--- config.mk ---
export PLATFORM = sky130hd
export DESIGN_NAME = alu_rol_iter
export DESIGN_NICKNAME = d
export VERILOG_FILES = /design/src/rtl/alu_pkg.sv /design/src/rtl/alu_rol_iter.sv
export SDC_FILE = /design/constraint.sdc
export NUM_CORES = 1
export LEC_CHECK = 0
export BUFFER_PORTS_ARGS = -buffer_cell sky130_fd_sc_hd__buf_2
export CORE_MARGIN = 8
export CORE_UTILIZATION = 45
export CTS_CLUSTER_DIAMETER = 80
export DETAILED_ROUTE_END_ITERATION = 10
export PLACE_DENSITY = 0.73
export SYNTH_ARGS = -nofsm -noshare
export SYNTH_HDL_FRONTEND = slang
export SYNTH_SLANG_ARGS = --single-unit
--- constraint.sdc ---
create_clock -name clk -period 3.81 [get_ports clk]
set_clock_uncertainty 0.05 [all_clocks]
set_input_delay 0.9525 -clock clk [delete_from_list [all_inputs] [get_ports clk]]
set_output_delay 0.9525 -clock clk [all_outputs]
set_load 0.02 [all_outputs]
--- src/rtl/alu_pkg.sv ---
// rtl/alu_pkg.sv - shared ALU widths and rotate FSM state encodings
package alu_pkg;

    localparam int ALU_WIDTH = 16;
    localparam int ALU_OFS_W = 4;

    typedef enum logic [1:0] {
        ST_IDLE   = 2'd0,
        ST_ROTATE = 2'd1,
        ST_DONE   = 2'd2
    } rol_state_e;

endpackage

--- src/rtl/alu_rol_iter.sv ---
// rtl/alu_rol_iter.sv - multi-cycle rotate-left unit, one bit per clock
module alu_rol_iter
    import alu_pkg::*;
#(
    parameter int WIDTH = ALU_WIDTH,
    parameter int OFS_W = ALU_OFS_W
) (
    input  logic             clk,
    input  logic             reset,
    input  logic             start,
    input  logic [WIDTH-1:0] operand1,
    input  logic [OFS_W-1:0] immediate_offset,
    output logic             busy,
    output logic             done,
    output logic [WIDTH-1:0] dout,
    output logic             carry
);

    rol_state_e       state_q;
    rol_state_e       state_d;
    logic [WIDTH-1:0] data_q;
    logic [OFS_W-1:0] cnt_q;
    logic             carry_q;

    always_ff @(posedge clk) begin
        if (reset) begin
            state_q <= ST_IDLE;
        end else begin
            state_q <= state_d;
        end
    end

    // The unused encoding 2'd3 falls into the default arm and returns to idle.
    always_comb begin
        state_d = ST_IDLE;
        case (state_q)
            ST_IDLE: begin
                if (start) begin
                    state_d = (immediate_offset == '0) ? ST_DONE : ST_ROTATE;
                end else begin
                    state_d = ST_IDLE;
                end
            end
            ST_ROTATE: begin
                state_d = (cnt_q == OFS_W'(1)) ? ST_DONE : ST_ROTATE;
            end
            ST_DONE: begin
                state_d = ST_IDLE;
            end
            default: begin
                state_d = ST_IDLE;
            end
        endcase
    end

    // Counter only decrements in ROTATE, where it is always >= 1, so it never wraps.
    always_ff @(posedge clk) begin
        if (reset) begin
            data_q  <= '0;
            cnt_q   <= '0;
            carry_q <= 1'b0;
        end else begin
            case (state_q)
                ST_IDLE: begin
                    if (start) begin
                        data_q  <= operand1;
                        cnt_q   <= immediate_offset;
                        carry_q <= 1'b0;
                    end
                end
                ST_ROTATE: begin
                    data_q  <= {data_q[WIDTH-2:0], data_q[WIDTH-1]};
                    carry_q <= data_q[WIDTH-1];
                    cnt_q   <= cnt_q - OFS_W'(1);
                end
                default: begin
                    data_q  <= data_q;
                    cnt_q   <= cnt_q;
                    carry_q <= carry_q;
                end
            endcase
        end
    end

    assign busy  = (state_q != ST_IDLE);
    assign done  = (state_q == ST_DONE);
    assign dout  = data_q;
    assign carry = carry_q;

endmodule

# Word level (Yosys, flattened, before mapping)
# Index checks and enable logic that the tools add are counted.
# word_totals
out_inout_bits	19
ff_bits	23
inputBits	23
# op_classes
n_mux	10
n_eq_ne	4
n_reduce_logical	5
addsub	1
# ops
cell	count
16-bit case mux with 2 select lines	1
16-bit two-way mux	1
4-bit case mux with 2 select lines	1
2-bit two-way mux	3
4-bit by 1-bit == test with 1-bit output, second input constant	1
4-bit zero test	1
4-bit two-way mux	1
2-bit case mux with 2 select lines	1
2-bit nonzero test	2
4-bit by 1-bit subtractor with 4-bit output, second input constant	1
2-bit by 1-bit == test with 1-bit output, second input constant	1
2-bit == test, second input constant	1
2-bit zero test	1
2-bit != test, second input constant	1
1-bit case mux with 2 select lines	1
2-bit AND reduction	1
1-bit two-way mux	1

# Depth between registers and ports, before layout
# Gate-level depths: netlist (run 1).
# logic_depth
ltp_word	4
ltp_mapped	6
depth_no_buf	5

# Worst setup path before layout (run 1)
# OpenSTA, ideal clock, no wires.
# synth_timing
kind	input-to-reg
start	input start
end	register data_q[2], in the netlist dout[2]
cell_stages	5
arrival_ns	1.788
t_required_ns	3.669
slack_ns	1.881
path_buffers	2
path_cell_list	nand2b_1 > clkbuf_1 > clkbuf_1 > nand2_1 > a311oi_1
# synth_between
elab_chain_cells	2
# synth_lines
item	line_no	text
start, declared	alu_rol_iter.sv:10	input logic start,
2-bit != test (no source line)	n/a	
2-bit AND reduction (no source line)	n/a	
end signal, assigned	alu_rol_iter.sv:66	data_q <= operand1;
end signal, assigned	alu_rol_iter.sv:72	data_q <= {data_q[WIDTH-2:0], data_q[WIDTH-1]};
end signal, assigned	alu_rol_iter.sv:77	data_q <= data_q;
end, declared	alu_rol_iter.sv:21	logic [WIDTH-1:0] data_q;
# No other way between the ends.
# A chain may end at the register's enable or synchronous reset.

# Worst setup path in the final report (run 1)
# layout_timing
start	register state_q[0]
end	output busy
# layout_between
elab_chain_cells	1
# layout_lines
item	line_no	text
start, declared	alu_rol_iter.sv:19	rol_state_e state_q;
start signal, assigned	alu_rol_iter.sv:29	state_q <= state_d;
2-bit nonzero test	alu_rol_iter.sv:85	assign busy = (state_q != ST_IDLE);
end, declared	alu_rol_iter.sv:13	output logic busy,
# No other way between the ends.

==> results.cfg, run 1 <==
[min_path]
hold_class = reg -> reg

[timing]
finalWorstSetupSlack_ps = 1449
period_share = 0.6196
fin_hold_ws_ps = 436.5
hold_viol = 0
tns_ps = 0
setup_viol = 0
drv_slew = 0
maxSlewHeadroom = 0.3573
tightest_slew_ps = 964.1
rsz0062_at_grt = no
max_freq_mhz = 423.6
fin_crit_ps = 2361

[placement]
dpl.hpwl_um = 2094
place_congestion = 0.9103
preCtsSetupSlack_ps = 1726
port_buffers = 41

[layout]
seq_area_um2 = 460.4
antenna_cells = 0
syn_to_final_growth_pct = 20.43
final_nets = 201
fillers = 232
layout_commonest_cell = buf_2
multi_input_area_um2 = 566.8
final_cell_mix = buf_2, nand2_1, dfxtp_1
drive_gt1_frac = 0.2743

[synth]
ys_seq_area_frac = 0.4177
synthAdderAreaFrac = 0.02270
synthMuxAreaShare = 0
ys_seq_elements = 23
syn_area_um2 = 1102
yosys.area_share.simple = 0.2463
ys_types = 30
syn_area_per_cell_um2 = 7.874
synthCells = 140
synth_top_family_by_area = simple AND/OR/NAND/NOR gates
synth_compound_area_frac = 0.2452
yosysWarningCount = 0
synth_nets = 165
synth_xor_area_frac = 0

[grt]
grt_overflow = 0
grt_usage = 0.1297
grt_max_degree = 30
grt_pass1_wl_um = 4588
grt_pass1_vias = 1060
grt_antenna_before_repair = 0

[setup_path]
path_delay_family = flip-flops
required_ps = 2810
worstSetupEndpointType = output port
start_kind = flop
worstPathMaxFanout = 15
crit_type = reg -> out
path_buf_inv = 2
critPathMaxStageDelay_ps = 620
cp.arrival_ps = 1360
path_cells = inv_1, nand2_1, buf_2
cpMaxStageDelayCell = dfxtp_1

[floorplan]
die_x_um = 65.50
fp.dieH_um = 65.50
die_area_um2 = 4290
pin_count = 42
start_util = 0.4617
fp-row-count = 18
core_um2 = 2387

[power_and_ir_drop]
finalPower_uw = 553.0
p_leak_uw = 0.0006228
ir_drop_mv = 0.3469
pwr_density_cell_nw_per_um2 = 416.6

[drt]
drt-wirelength-per-cell_um = 13.85
vias_per_cell = 5.512
detail-route-antenna-nets = 0
drc = 0
dr.pass1.iters = 4
wl_um = 2839
vias = 1130
drtIter0Drc = 61

[cts]
clockBufferDepth = 2
cts_setup_buffers = 0
hold_buffers = 0
cts_buffers = 3
cts_resized = 0
clk_latency_ps = 310
cts_tree = yes
ctsHtreeMaxLevel = 1
cts.sinks = 23
clk_pin_slew_ps = 120
ctsRootBufferMaster = clkbuf_4

[status]
status = finished clean

[run]
maxCapViolCount = 0
==> registers in the layout (all words and copies together), names as in the netlist <==
register	flops
carry	1
cnt_q	4
dout	16
state_q	2
==> worst register-to-register path, stage by stage, from the launching register on <==
cell and delay, ps:
dfxtp_1 530, nand2b_1 800, nor2_1 100, a311oi_1 300
==> per-layer routing <==
layer / track usage / vias up / wire length [um]
li1: - / 567 / -
met1: 0.1463 / 532 / 1262
met2: 0.2276 / 29 / 1358
met3: 0.05442 / 2 / 205
met4: 0.01635 / 0 / 13
met5: 0 / - / 0
==> cells by family after synthesis <==
family | count (synthesis)
adder cells (fa/ha/maj) | 2
flip-flops | 23
buffers and inverters | 17
AND/OR/NAND/NOR | 63
AO/OA/AOI/OAI | 35
==> area by class of cell <==
class | count | share of cell area
well taps | 30 | 0.02828
clock buffers | 3 | 0.01697
multi-input cells | 100 | 0.4270
inverters | 6 | 0.01697
repair buffers | 42 | 0.1602
clock inverters | 1 | 0.003770
flip-flops and latches | 23 | 0.3468
==> cells in the mapped netlist <==
master | instances | share of area
o221a_2 | 1 | 0.010
a32oi_1 | 1 | 0.0079
nor2_1 | 19 | 0.065
dfxtp_1 | 23 | 0.42
buf_6 | 1 | 0.010
clkbuf_1 | 6 | 0.020
o211a_1 | 1 | 0.0091
or4b_4 | 1 | 0.012
o311a_1 | 1 | 0.0091
nand3_1 | 3 | 0.014
a31oi_1 | 1 | 0.0057
o31ai_1 | 2 | 0.014
a221oi_1 | 1 | 0.0079
buf_2 | 3 | 0.014
a311oi_1 | 14 | 0.11
buf_1 | 1 | 0.0034
o21a_1 | 1 | 0.0068
a22o_1 | 1 | 0.0079
o22ai_1 | 2 | 0.011
nand2b_1 | 3 | 0.017
o221ai_1 | 1 | 0.0079
nor4_1 | 1 | 0.0057
nor2b_1 | 3 | 0.017
ha_1 | 2 | 0.023
inv_1 | 6 | 0.020
or3_1 | 1 | 0.0057
o21ai_0 | 1 | 0.0045
nor3_1 | 1 | 0.0045
a21oi_1 | 7 | 0.032
nand2_1 | 31 | 0.11
==> where the power goes <==
| part | internal (uW) | leakage (uW) | switching (uW) |
|---|---|---|---|
| sequential | 267 | 0.000190 | 24.4 |
| clock | 39.2 | 0.0000177 | 73.2 |
| combinational | 58.3 | 0.000415 | 90.5 |
| total | 365 | 0.000623 | 188 |
==> path summary, 6_finish.rpt <==
kind	endpoint	slack (ps)	start	depth (start not counted)
setup / recovery	busy	1450	state_q[0]	3
hold / removal	carry	440	carry	2
setup reg to reg	dout[9]	1950	state_q[1]	3
hold reg to reg	carry	440	carry	2
==> stage by stage <==
| stage | std cells | area (um2) | util |
|---|---|---|---|
| floorplan | 140 | 1102 | - |
| global placement | 201 | 1300 | 0.5445 |
| detailed placement | 201 | 1300 | 0.5445 |
| CTS | 205 | 1328 | 0.5561 |
| global route | 205 | 1328 | 0.5561 |
| finish | 205 | 1328 | 0.5561 |
(Power assumes the default switching activity.)
==> run 2, diff against run 1 <==
CORE_UTILIZATION = 43   (was 45)
clock period = 2 ns   (was 3.81 ns; I/O delays follow)
==> results.cfg, run 2 (synthesis gave the netlist of run 1 again) <==
[setup_path]
critPathMaxStageDelay_ps = 450
path_buf_inv = 2
path_cells = inv_1, nor2_1, buf_2
required_ps = 1450
worstPathMaxFanout = 11
cp.arrival_ps = 1210
cpMaxStageDelayCell = dfxtp_2
start_kind = flop
path_delay_family = flip-flops
crit_type = reg -> out
worstSetupEndpointType = output port

[layout]
fillers = 228
drive_gt1_frac = 0.2841
final_nets = 202
syn_to_final_growth_pct = 21.23
largest_reg_flops = 16
layout_commonest_cell = buf_2
design_area_um2 = 1336
seq_area_um2 = 462.9
multi_input_area_um2 = 566.8
antenna_cells = 0
final_cell_mix = buf_2, nand2_1, dfxtp_1

[floorplan]
fp.dieH_um = 66.63
die_area_um2 = 4440
core_um2 = 2455
pin_count = 42
fp-row-count = 18
start_util = 0.4490
die_x_um = 66.63

[placement]
dpl_cell_area_um2 = 1308
dpl.hpwl_um = 2151
place_congestion = 0.9060
port_buffers = 41

[drt]
vias_per_cell = 5.432
dr.pass1.iters = 4
wl_um = 2883
detail-route-antenna-nets = 0
drtIter0Drc = 34
drt-wirelength-per-cell_um = 14.00
drc = 0
vias = 1119

[timing]
drv_slew = 0
max_freq_mhz = 567.9
tns_ps = 0
rsz0062_at_grt = no
tightest_slew_ps = 564.2
fin_crit_ps = 1761
period_share = 0.8804
setup_viol = 0
hold_viol = 0
maxSlewHeadroom = 0.6239

[cts]
ctsRootBufferMaster = clkbuf_4
hold_buffers = 0
clk_pin_slew_ps = 120
clockBufferDepth = 2
cts_buffers = 3
cts.sinks = 23
cts_setup_buffers = 0
clk_latency_ps = 310
ctsHtreeMaxLevel = 1
cts_tree = yes

[grt]
grt_overflow = 0
grt_max_degree = 30
grt_antenna_before_repair = 0
grt_usage = 0.1319
grt_pass1_vias = 1063
grt_pass1_wl_um = 4636

[power_and_ir_drop]
finalPower_uw = 1054
ir_drop_mv = 0.5117
pwr_density_cell_nw_per_um2 = 789.0
p_leak_uw = 0.0006253

[run]
maxCapViolCount = 0

[status]
status = finished clean

[min_path]
hold_class = in -> reg
==> run 2: cell count changes in the layout (fill, tap and decap cells not counted), sizes merged <==
cell,change
clkbuf,+1
buf,+1
clkinv,-1
==> run 2: final cells by class <==
class,count,share of cell area
clock buffers,4,0.01966
inverters,6,0.01685
multi-input cells,100,0.4242
flip-flops and latches,23,0.3464
well taps,30,0.02809
repair buffers,43,0.1648
==> run 2: worst reg2reg max path, stage by stage, from the launching register on <==
cell and delay [ps]:
dfxtp_2 490, or4b_4 490, or3_1 310, a31oi_1 150
==> run 2: final timing paths <==
path	start	slack, ps	cells past startpoint	end
worst max register to register	state_q[0]	450	3	cnt_q[3]
worst max-delay path	state_q[1]	240	3	done
worst min register to register	carry	430	2	carry
worst min-delay path	operand1[4]	390	3	dout[4]
==> run 2: what timing repair did <==
item / CTS / global route
setup endpoints to repair: 0 / 2
endpoints found under the hold margin: 0 / 0
gates resized for setup: 0 / 2
==> run 2: layer usage <==
metal  vias to the layer above  GRT usage  wire length (um)
li1                        568          -                 -
met2                        44     0.2115              1339
met5                         -          0                 0
met3                         4    0.06040               317
met1                       503     0.1494              1197
met4                         0    0.04800                29
==> run 2: through the flow <==
stage / setup slack [ps] / util / hold slack (ps) / cells
5_1_grt: 112.1 / 0.5443 / 381.9 / 206
3_5_place_dp: 309.9 / 0.5326 / 417.5 / 202
2_1_floorplan: 523.1 / - / 426.1 / 140
4_1_cts: 75.70 / 0.5433 / 374.9 / 206
3_3_place_gp: 378.8 / 0.5326 / 415.7 / 202
6_report: 239.3 / 0.5443 / 385.7 / 206
==> run 2: report_power, final <==
part | switching [uW] | internal, uW | leakage, uW | total (uW)
Combinational | 173 | 113 | 0.000419 | 286
Clock | 134 | 78.0 | 0.0000150 | 212
Sequential | 46.8 | 510 | 0.000191 | 557
Total | 353 | 701 | 0.000625 | 1050
==> run 3, diff against run 2 <==
ABC_AREA = 1   (was not set)
==> results.cfg, run 3 <==
[timing]
period_share = 0.8210
rsz0062_at_grt = no
drv_slew = 0
fin_crit_ps = 1642
max_freq_mhz = 609.0
tns_ps = 0
tightest_slew_ps = 391.7
setup_viol = 0
maxSlewHeadroom = 0.7380
hold_viol = 0

[drt]
drt-wirelength-per-cell_um = 12.63
drtIter0Drc = 102
vias_per_cell = 5.018
wl_um = 2855
dr.pass1.iters = 4
drc = 0
detail-route-antenna-nets = 0
vias = 1134

[power_and_ir_drop]
power_frac_comb = 0.288
seq_power_share = 0.517
pwr_density_cell_nw_per_um2 = 793.9
ir_drop_mv = 0.5056
intPower_uw = 693.1
finalPower_uw = 1050
switching_power_uw = 356.8
p_clk_frac = 0.195
switching_share = 0.3398
p_leak_uw = 0.0006513

[run]
maxCapViolCount = 0

[placement]
port_buffers = 41
dpl_cell_area_um2 = 1296
place_inst = 222
place_congestion = 0.7663
dpl.hpwl_um = 2179

[layout]
instances_no_fill = 226
fillers = 263
final_cell_mix = nand2_1, buf_2, dfxtp_1
design_area_um2 = 1323
drive_gt1_frac = 0.2653
syn_to_final_growth_pct = 21.22
postLayoutCoreUtil = 0.5437
layout_commonest_cell = nand2_1
antenna_cells = 0
largest_reg_flops = 16
final_nets = 222

[synth]
synth_edf_count = 0
synthCells = 157
synthTopCellsByCount = nand2_1, dfxtp_1, nor2_1, nor3_1, a21oi_1
synthArstFlopShare = 0
synth_top_cell_by_area = dfxtp_1
synth_nets = 182
synth_top_area_share = 0.4220
yosysWarningCount = 0
ys_types = 22
syn_area_per_cell_um2 = 6.949
synthFlopType = dfxtp_1
ys_seq_area_frac = 0.4220
synth_most_common_cell = nand2_1
ys_top_cells_by_area = dfxtp_1, nand2_1, nor3_1
syn_area_um2 = 1091
ys_seq_elements = 23

[status]
status = finished clean

[cts]
cts.sinks = 23
cts_setup_buffers = 0
hold_buffers = 0
cts_buffers = 3
ctsHtreeMaxLevel = 1
cts_resized = 0
cts_tree = yes
clk_pin_slew_ps = 110
ctsRootBufferMaster = clkbuf_4
clockBufferDepth = 2
clk_latency_ps = 300

[setup_path]
cpMaxStageDelayCell = dfxtp_1
path_cells = or2_2, buf_2
r2r-end = dout[5]
path_buf_inv = 1
cp.arrival_ps = 1090
critPathMaxStageDelay_ps = 360
path_delay_family = flip-flops
required_ps = 1450
crit_type = reg -> out
worstSetupEndpointType = output port
ff2ff_path_depth = 7
worstPathMaxFanout = 5
r2r-start = state_q[0]
start_kind = flop
reg2reg_slack_ps = 520

[min_path]
hold_end = dout[0]
hold_class = in -> reg
worstHoldStart = operand1[0]
hold_depth = 3

[floorplan]
fp.dieH_um = 66.37
fp-row-count = 18
die_area_um2 = 4405
core_um2 = 2432
pin_count = 42
start_util = 0.4486
die_x_um = 66.37

[grt]
grt_pass1_wl_um = 4767
grt_pass1_vias = 1126
grt_antenna_before_repair = 0
grt_max_degree = 21
grt_usage = 0.1305
grt_overflow = 0
[run 3: changes by cell type in the layout (fill, tap and decap cells not counted), moves of 3 or more]
cell      delta
a311oi_1    -14
nand2_1     +14
nor3_1      +14
o21ai_0     +11
a21oi_1      +6
nor2_1       -4
nand2b_1     -3
nor2b_1      -3
o21ai_1      +3
[run 3: cells by family (layout without fill, tap and decap cells)]
logic type	after synthesis	in the layout	share of synthesized area
AND/OR/NAND/NOR	82	82	0.3119
AO/OA/AOI/OAI	32	32	0.1514
flip-flops	23	23	0.4220
buffers and inverters	17	56	0.08371
adder cells (fa/ha/maj)	2	2	0.02293
XOR/XNOR	1	1	0.008029
[run 3: per-stage QoR]
stage          hold slack, ps  worst slack [ps]
6_report                409.0             358.0
5_1_grt                 407.2             295.4
4_1_cts                 396.7             336.2
3_5_place_dp            407.7             512.5
3_3_place_gp            405.2             538.9
2_1_floorplan           405.7             797.4
[run 3: worst max-delay path by stage]
stage	cells after the start	to	startpoint	slack, ps
after global routing	2	busy	state_q[0]	300
final	2	busy	state_q[0]	360
after floorplan	1	busy	state_q[0]	800
after global placement	6	cnt_q[1]	start	540
after CTS	2	busy	state_q[0]	340
after detailed placement	6	dout[6]	start	510
[run 3: power groups by stage]
stage | Sequential [uW] | Combinational [uW] | Clock, uW
2_1_floorplan | 592 | 174 | 0
3_3_place_gp | 552 | 298 | 0
3_5_place_dp | 553 | 306 | 0
4_1_cts | 543 | 306 | 213
5_1_grt | 549 | 339 | 237
6_report | 543 | 303 | 205
[run 3: worst reg2reg max path, cell delays in order, from the launching register on]
cell     delay [ps]
dfxtp_1         420
nand2_2         210
buf_4           250
inv_4           170
nand2_1          70
nand2_1          70
nand2_1          60
a21oi_1         130
[run 3: metal layers]
metal | vias to the layer above | wire length (um) | GRT usage | part of all wire
met5 | - | 0 | 0 | 0
met4 | 0 | 10 | 0.03200 | 0.0035
met3 | 2 | 153 | 0.02881 | 0.054
met2 | 24 | 1447 | 0.2437 | 0.51
met1 | 514 | 1245 | 0.1437 | 0.44
li1 | 594 | - | - | -
[run 3: cell type report]
type | count | area (um2) | area share
repair buffers | 43 | 220.2 | 0.1665
flip-flops and latches | 23 | 460.4 | 0.3482
clock buffers | 4 | 26.28 | 0.01987
inverters | 9 | 38.79 | 0.02933
well taps | 30 | 37.54 | 0.02838
multi-input cells | 117 | 539.3 | 0.4078
